==> config.mk <==
export PLATFORM = sky130hd
export DESIGN_NAME = regbank_arbiter
export DESIGN_NICKNAME = d
export VERILOG_FILES = /design/src/rtl/regbank_arbiter.sv
export SDC_FILE = /design/constraint.sdc
export NUM_CORES = 1
export LEC_CHECK = 0
export CELL_PAD_IN_SITES_DETAIL_PLACEMENT = 1
export CELL_PAD_IN_SITES_GLOBAL_PLACEMENT = 2
export CORE_MARGIN = 5
export CORE_UTILIZATION = 20
export CTS_CLUSTER_SIZE = 14
export DETAILED_ROUTE_END_ITERATION = 8
export PLACE_DENSITY = 0.85
export SYNTH_ARGS = -nofsm -noshare
export SYNTH_HDL_FRONTEND = slang
export SYNTH_SLANG_ARGS = --single-unit
==> constraint.sdc <==
create_clock -name clk -period 1.5 [get_ports clk]
set_clock_uncertainty 0.1 [all_clocks]
set_input_delay 0.15 -clock clk [delete_from_list [all_inputs] [get_ports clk]]
set_output_delay 0.15 -clock clk [all_outputs]
set_load 0.01 [all_outputs]
==> src/rtl/regbank_arbiter.sv <==
// Two-requester round-robin arbiter fronting a single-port register bank.
// Each grant runs ACCESS -> ACK -> RELEASE and completes with a 4-phase handshake on req.
module regbank_arbiter #(
  parameter int ADDR_W = 4,
  parameter int REG_W  = 8
) (
  input  logic              clk,
  input  logic              rst,
  input  logic              ena,
  input  logic              req0,
  input  logic              req1,
  input  logic              wr_rdn0,
  input  logic              wr_rdn1,
  input  logic [ADDR_W-1:0] addr0,
  input  logic [ADDR_W-1:0] addr1,
  input  logic [REG_W-1:0]  wdata0,
  input  logic [REG_W-1:0]  wdata1,
  output logic              ack0,
  output logic              ack1,
  output logic              err0,
  output logic              err1,
  output logic [REG_W-1:0]  rdata0,
  output logic [REG_W-1:0]  rdata1,
  output logic              bank_en,
  output logic              bank_we,
  output logic [ADDR_W-1:0] bank_addr,
  output logic [REG_W-1:0]  bank_wdata,
  input  logic [REG_W-1:0]  bank_rdata,
  output logic              busy
);

  localparam logic [1:0] S_IDLE    = 2'd0;
  localparam logic [1:0] S_ACCESS  = 2'd1;
  localparam logic [1:0] S_ACK     = 2'd2;
  localparam logic [1:0] S_RELEASE = 2'd3;

  logic [1:0]        r_state;
  logic              r_gnt;
  logic              r_last_gnt;
  logic              r_wr;
  logic [ADDR_W-1:0] r_addr;
  logic [REG_W-1:0]  r_wdata;
  logic              r_err;
  logic [REG_W-1:0]  r_rdata0;
  logic [REG_W-1:0]  r_rdata1;

  logic w_gnt_valid;
  logic w_winner;
  logic w_gnt_req;
  logic w_reject;

  // On a tie the requester that did not win last time takes the grant
  assign w_gnt_valid = ena & (req0 | req1);
  assign w_winner    = (req0 & req1) ? ~r_last_gnt : req1;
  assign w_gnt_req   = r_gnt ? req1 : req0;
  assign w_reject    = r_wr & r_addr[ADDR_W-1];

  always_ff @(posedge clk) begin
    if (rst) begin
      r_state    <= S_IDLE;
      r_gnt      <= 1'b0;
      r_last_gnt <= 1'b1;
      r_wr       <= 1'b0;
      r_addr     <= '0;
      r_wdata    <= '0;
      r_err      <= 1'b0;
      r_rdata0   <= '0;
      r_rdata1   <= '0;
    end else begin
      case (r_state)
        S_IDLE: begin
          if (w_gnt_valid) begin
            r_gnt      <= w_winner;
            r_last_gnt <= w_winner;
            r_wr       <= w_winner ? wr_rdn1 : wr_rdn0;
            r_addr     <= w_winner ? addr1   : addr0;
            r_wdata    <= w_winner ? wdata1  : wdata0;
            r_state    <= S_ACCESS;
          end
        end
        S_ACCESS: begin
          r_err <= w_reject;
          if (!r_wr) begin
            if (r_gnt) r_rdata1 <= bank_rdata;
            else       r_rdata0 <= bank_rdata;
          end
          r_state <= S_ACK;
        end
        S_ACK: begin
          r_state <= S_RELEASE;
        end
        S_RELEASE: begin
          if (!w_gnt_req) r_state <= S_IDLE;
        end
        default: begin
          r_state <= S_IDLE;
        end
      endcase
    end
  end

  // Writes into the status region never reach the bank
  assign bank_en    = (r_state == S_ACCESS) & ~w_reject;
  assign bank_we    = bank_en & r_wr;
  assign bank_addr  = r_addr;
  assign bank_wdata = r_wdata;

  assign ack0   = (r_state == S_ACK) & ~r_gnt;
  assign ack1   = (r_state == S_ACK) &  r_gnt;
  assign err0   = ack0 & r_err;
  assign err1   = ack1 & r_err;
  assign rdata0 = r_rdata0;
  assign rdata1 = r_rdata1;
  assign busy   = (r_state != S_IDLE);

endmodule

# Word level (Yosys, flattened, before mapping)
# Cells that the tools add are included.
# op_classes
eq_ne	5
muxes	8
n_bitwise	14
reduce_logical	6
# ops
operator	n
1-bit bitwise AND	9
8-bit two-way mux	1
2-bit case mux with 4 select lines	1
3-bit AND reduction	2
2-bit equality test, second input constant	2
2-bit two-way mux	2
4-bit two-way mux	1
2-bit != test, second input constant	2
1-bit inverter	4
2-bit AND reduction	2
1-bit two-way mux	3
2-bit by 1-bit equality test with 1-bit output, second input constant	1
2-bit zero test	1
2-bit nonzero test	1
1-bit OR	1
# word_totals
regBits	34
input_bits	39
out_inout_bits	35
word_cells	42

# Depth between registers and ports, before layout
# logic_depth
word_depth	4
ltp_mapped	7
mapped_depth_nobuf	5

# Worst setup path before layout
# Ideal clock, no wire load.
# synth_timing
path_kind	register -> register
start	reg r_state[0]
end	reg r_addr[3], in the netlist bank_addr[3]
setup_time_ps	86
arrival_time_ps	1299
t_required_ps	1314
setup_slack_ps	15
stages_incl_launch_ff	8
path_buffers	2
synth_period_minus_slack_ps	1485
path_cell_list	dfxtp_1 inv_1 ha_1 o211a_1 buf_2 buf_2 nor2_1 a211oi_1
# synth_via
elab_chain_len	2
# synth_lines
element	line	rtl
from (decl)	37	logic [1:0] r_state;
from (signal assigned)	60	r_state <= S_IDLE;
from (signal assigned)	78	r_state <= S_ACCESS;
from (signal assigned)	87	r_state <= S_ACK;
2-bit zero test	70	case (r_state)
2-bit AND reduction (no source line)	--	
to (signal assigned)	76	r_addr <= w_winner ? addr1 : addr0;
to (decl)	41	logic [ADDR_W-1:0] r_addr;
# No other way between the ends.
# A chain may end at the register's enable or synchronous reset.

# Worst setup path in the final report
# layout_timing
start	reg r_state[0]
end	out err0
# layout_via
elab_chain_len	3
# layout_lines
element	line	rtl
2-bit equality test	108	assign ack0 = (r_state == S_ACK) & ~r_gnt;
1-bit bitwise AND	108	
1-bit bitwise AND	110	assign err0 = ack0 & r_err;
to (decl)	20	output logic err0,
# No other way between the ends.

==> impl_metrics.tcl <==
set metrics [dict create \
    run_status "complete, but fails checks" \
    violations "setup timing" \
    synth-compound-area-share_pct 11.72 \
    rsz0062_at_grt "true" \
    start_util_pct 20.61 \
    dieArea_um2 9306 \
    worstSetupEndpointType "output pin" \
    place_congestion 0.7454 \
    syn_inst 149 \
    crit_buf_inv 2 \
    crit_arrival_ns 1.27 \
    h-tree-depth 2 \
    cts_root_buf "clkbuf_8" \
    synth-adder-area-share_pct 3.347 \
    syn2layout_area_growth_pct 83.18 \
    ant_nets 0 \
    insertion_delay_ns 0.28 \
    grt_max_degree 36 \
    synthXorXnorAreaFrac_pct 0 \
    yosys-top-cells-area "dfxtp_1 (46%), mux2i_1 (20%), a211oi_1 (7.5%)" \
    finalCriticalPeriod_ns 1.517 \
    critPathSlowestCell "dfxtp_4" \
    die-width_um 96.47 \
    cts_buffer_depth 2 \
    synthSimpleGateAreaFrac_pct 13.05 \
    num_vias 1414 \
    synth_top_family_by_area "multiplexers" \
    route.met3.wl_um 160 \
    worst_pin_slew_ns 0.2858 \
    fmax_mhz 659.4 \
    slew_headroom_pct 80.86 \
    slew_viol_final 0 \
    via_per_inst 4.159 \
    io_pins 74 \
    cts.reportedPaths.clkPinSlew_ns 0.07 \
    yosysUniqueCellTypes 30 \
    grt.total_usage_pct 10.70 \
    wl_met2_mm 2.610 \
    numClockSinks 34 \
    antenna_found_initial 0 \
    cp_cell_sequence "inv_4, ha_4, nor2b_4, and2_1, buf_2" \
    p_leak_nw 1.152 \
    syn-mean-instance-area_um2 10.03 \
    maxCapViolCount 0 \
    dr.pass1.iters 4 \
    cts_buffers 5 \
    core_um2 7253 \
    nNetsFinal 283 \
    detailed_place_hpwl_mm 3.401 \
    critPathLaunchType "flip-flop" \
    wirelength_mm 4.769 \
    fin_tns_setup_ns -0.05076 \
    setup_viol 5 \
    synth_nets 192 \
    synth.largest_area_cell "dfxtp_1" \
    path_max_fanout 3 \
    hold_class "reg -> reg" \
    drc_errors 0 \
    routed.top_layer "met4" \
    port_buffers 73 \
    wl_per_cell_um 14.03 \
    layout_common_cells "clkdlybuf4s50_1 (65), dfxtp_1 (30), mux2i_1 (29)" \
    hold_viol 0 \
    grt_pass1_wl_mm 7.645 \
    worstSetupPathType "reg -> out" \
    antenna_cells 0 \
    ir_worst_vdd_uv 360.9 \
    final_core_util_pct 37.76 \
    layout-drive-gt1-share_pct 26.14 \
    ys_ff_latch 34 \
    globalRouteOverflowTotal 0 \
    synth-seq-area-share_pct 45.52 \
    netlist_area_um2 1495 \
    powerDensity_nw_per_um2 1420 \
    die_h_um 96.47 \
    yosysWarnings 0 \
    max_stage_delay_ns 0.38 \
    cts_hold_buf 0 \
    grt_pass1_vias 1541 \
    row_count 31 \
    required_ns 1.25 \
    cts_tree "yes" \
    fin_ws_ns -0.01663 \
    layout_commonest_cell "clkdlybuf4s50_1" \
    drt_iter0_markers 15 \
    cp_top_family "flip-flops" \
    synthMuxAreaShare_pct 20.84 \
    timing.final.crit_share_pct 101.1 \
    synth_top_area_share_pct 45.52 \
    met1Wirelength_mm 1.949 \
]
## cell usage after synthesis, drive strengths merged
master and count:
or2 1, nand3b 1, o211a 1, a21oi 2
nand2b 2, mux2i 30, and3 1, and2 2
a21boi 1, o21ai 1, nand2 2, nor3 1
buf 8, nor2 30, inv 3, and3b 1
a211oi 15, a21bo 1, mux2 1, o211ai 1
clkbuf 3, ha 4, nor2b 1, dfxtp 34
nor3b 1, a22o 1
## path summary, 6_finish.rpt
kind	from	slack (ns)	end	depth (start not counted)
hold / removal	r_last_gnt	0.38	r_last_gnt	2
setup / recovery	r_state[0]	-0.02	err0	5
hold reg to reg	r_last_gnt	0.38	r_last_gnt	2
setup reg to reg	r_state[0]	-0.01	bank_wdata[1]	7
## area by class of cell
| cell class | count | area [um^2] |
|---|---|---|
| Fill cell | 823 | 4514 |
| Timing Repair Buffer | 95 | 975.9 |
| Multi-Input combinational cell | 101 | 837.1 |
| Sequential cell | 34 | 690.7 |
| Tap cell | 99 | 123.9 |
| Clock buffer | 6 | 82.58 |
| Inverter | 3 | 16.27 |
| Clock inverter | 2 | 12.51 |
## sequential cells by signal, indices dropped and copies added (netlist names)
signal and flops:
rdata0 8, r_gnt 1, r_last_gnt 1, r_err 1, bank_wdata 8, bank_addr 4
r_state 2, rdata1 8, r_wr 1
## power breakdown
group	switching (mW)	internal, mW
logic	0.773	1.15
registers	0.146	1.12
clock network	0.333	0.369
total	1.25	2.64
## per-layer routing
metal	track usage, %	vias to the layer above
li1	-	704
met1	12.02	678
met2	19.60	30
met3	2.246	2
met4	4.206	0
met5	0	-
## timing repair
action,4_1_cts,5_1_grt
gates resized for setup,53,15
endpoints found under the setup margin,39,36
pin swaps,7,11
buffers inserted,2,2
gates cloned,1,1
## kinds of logic after synthesis
group / Yosys count
muxes: 31
DFF: 34
AOI/OAI and AO/OA: 23
buffers and inverters: 14
adders and majority gates: 4
and+or+nand+nor: 43
## tightest hold or removal path, cell delays in order (launching register included)
cell and delay [ns]:
dfxtp_1 0.33, a21oi_1 0.06, nand2_1 0.06
## metrics by stage
step	worst slack [ns]	hold slack [ns]	cells	total power, mW	area, um^2
detailed placement	-0.1839	0.3634	326	2.798	2454
floorplan	0.01515	0.1939	149	1.953	1495
CTS	-0.04647	0.3822	337	3.773	2655
global route	-0.09992	0.4054	340	4.163	2739
global placement	-0.1158	0.3538	326	2.755	2454
finish	-0.01663	0.3798	340	3.889	2739
No activity file was read; power rests on OpenSTA's default activity.
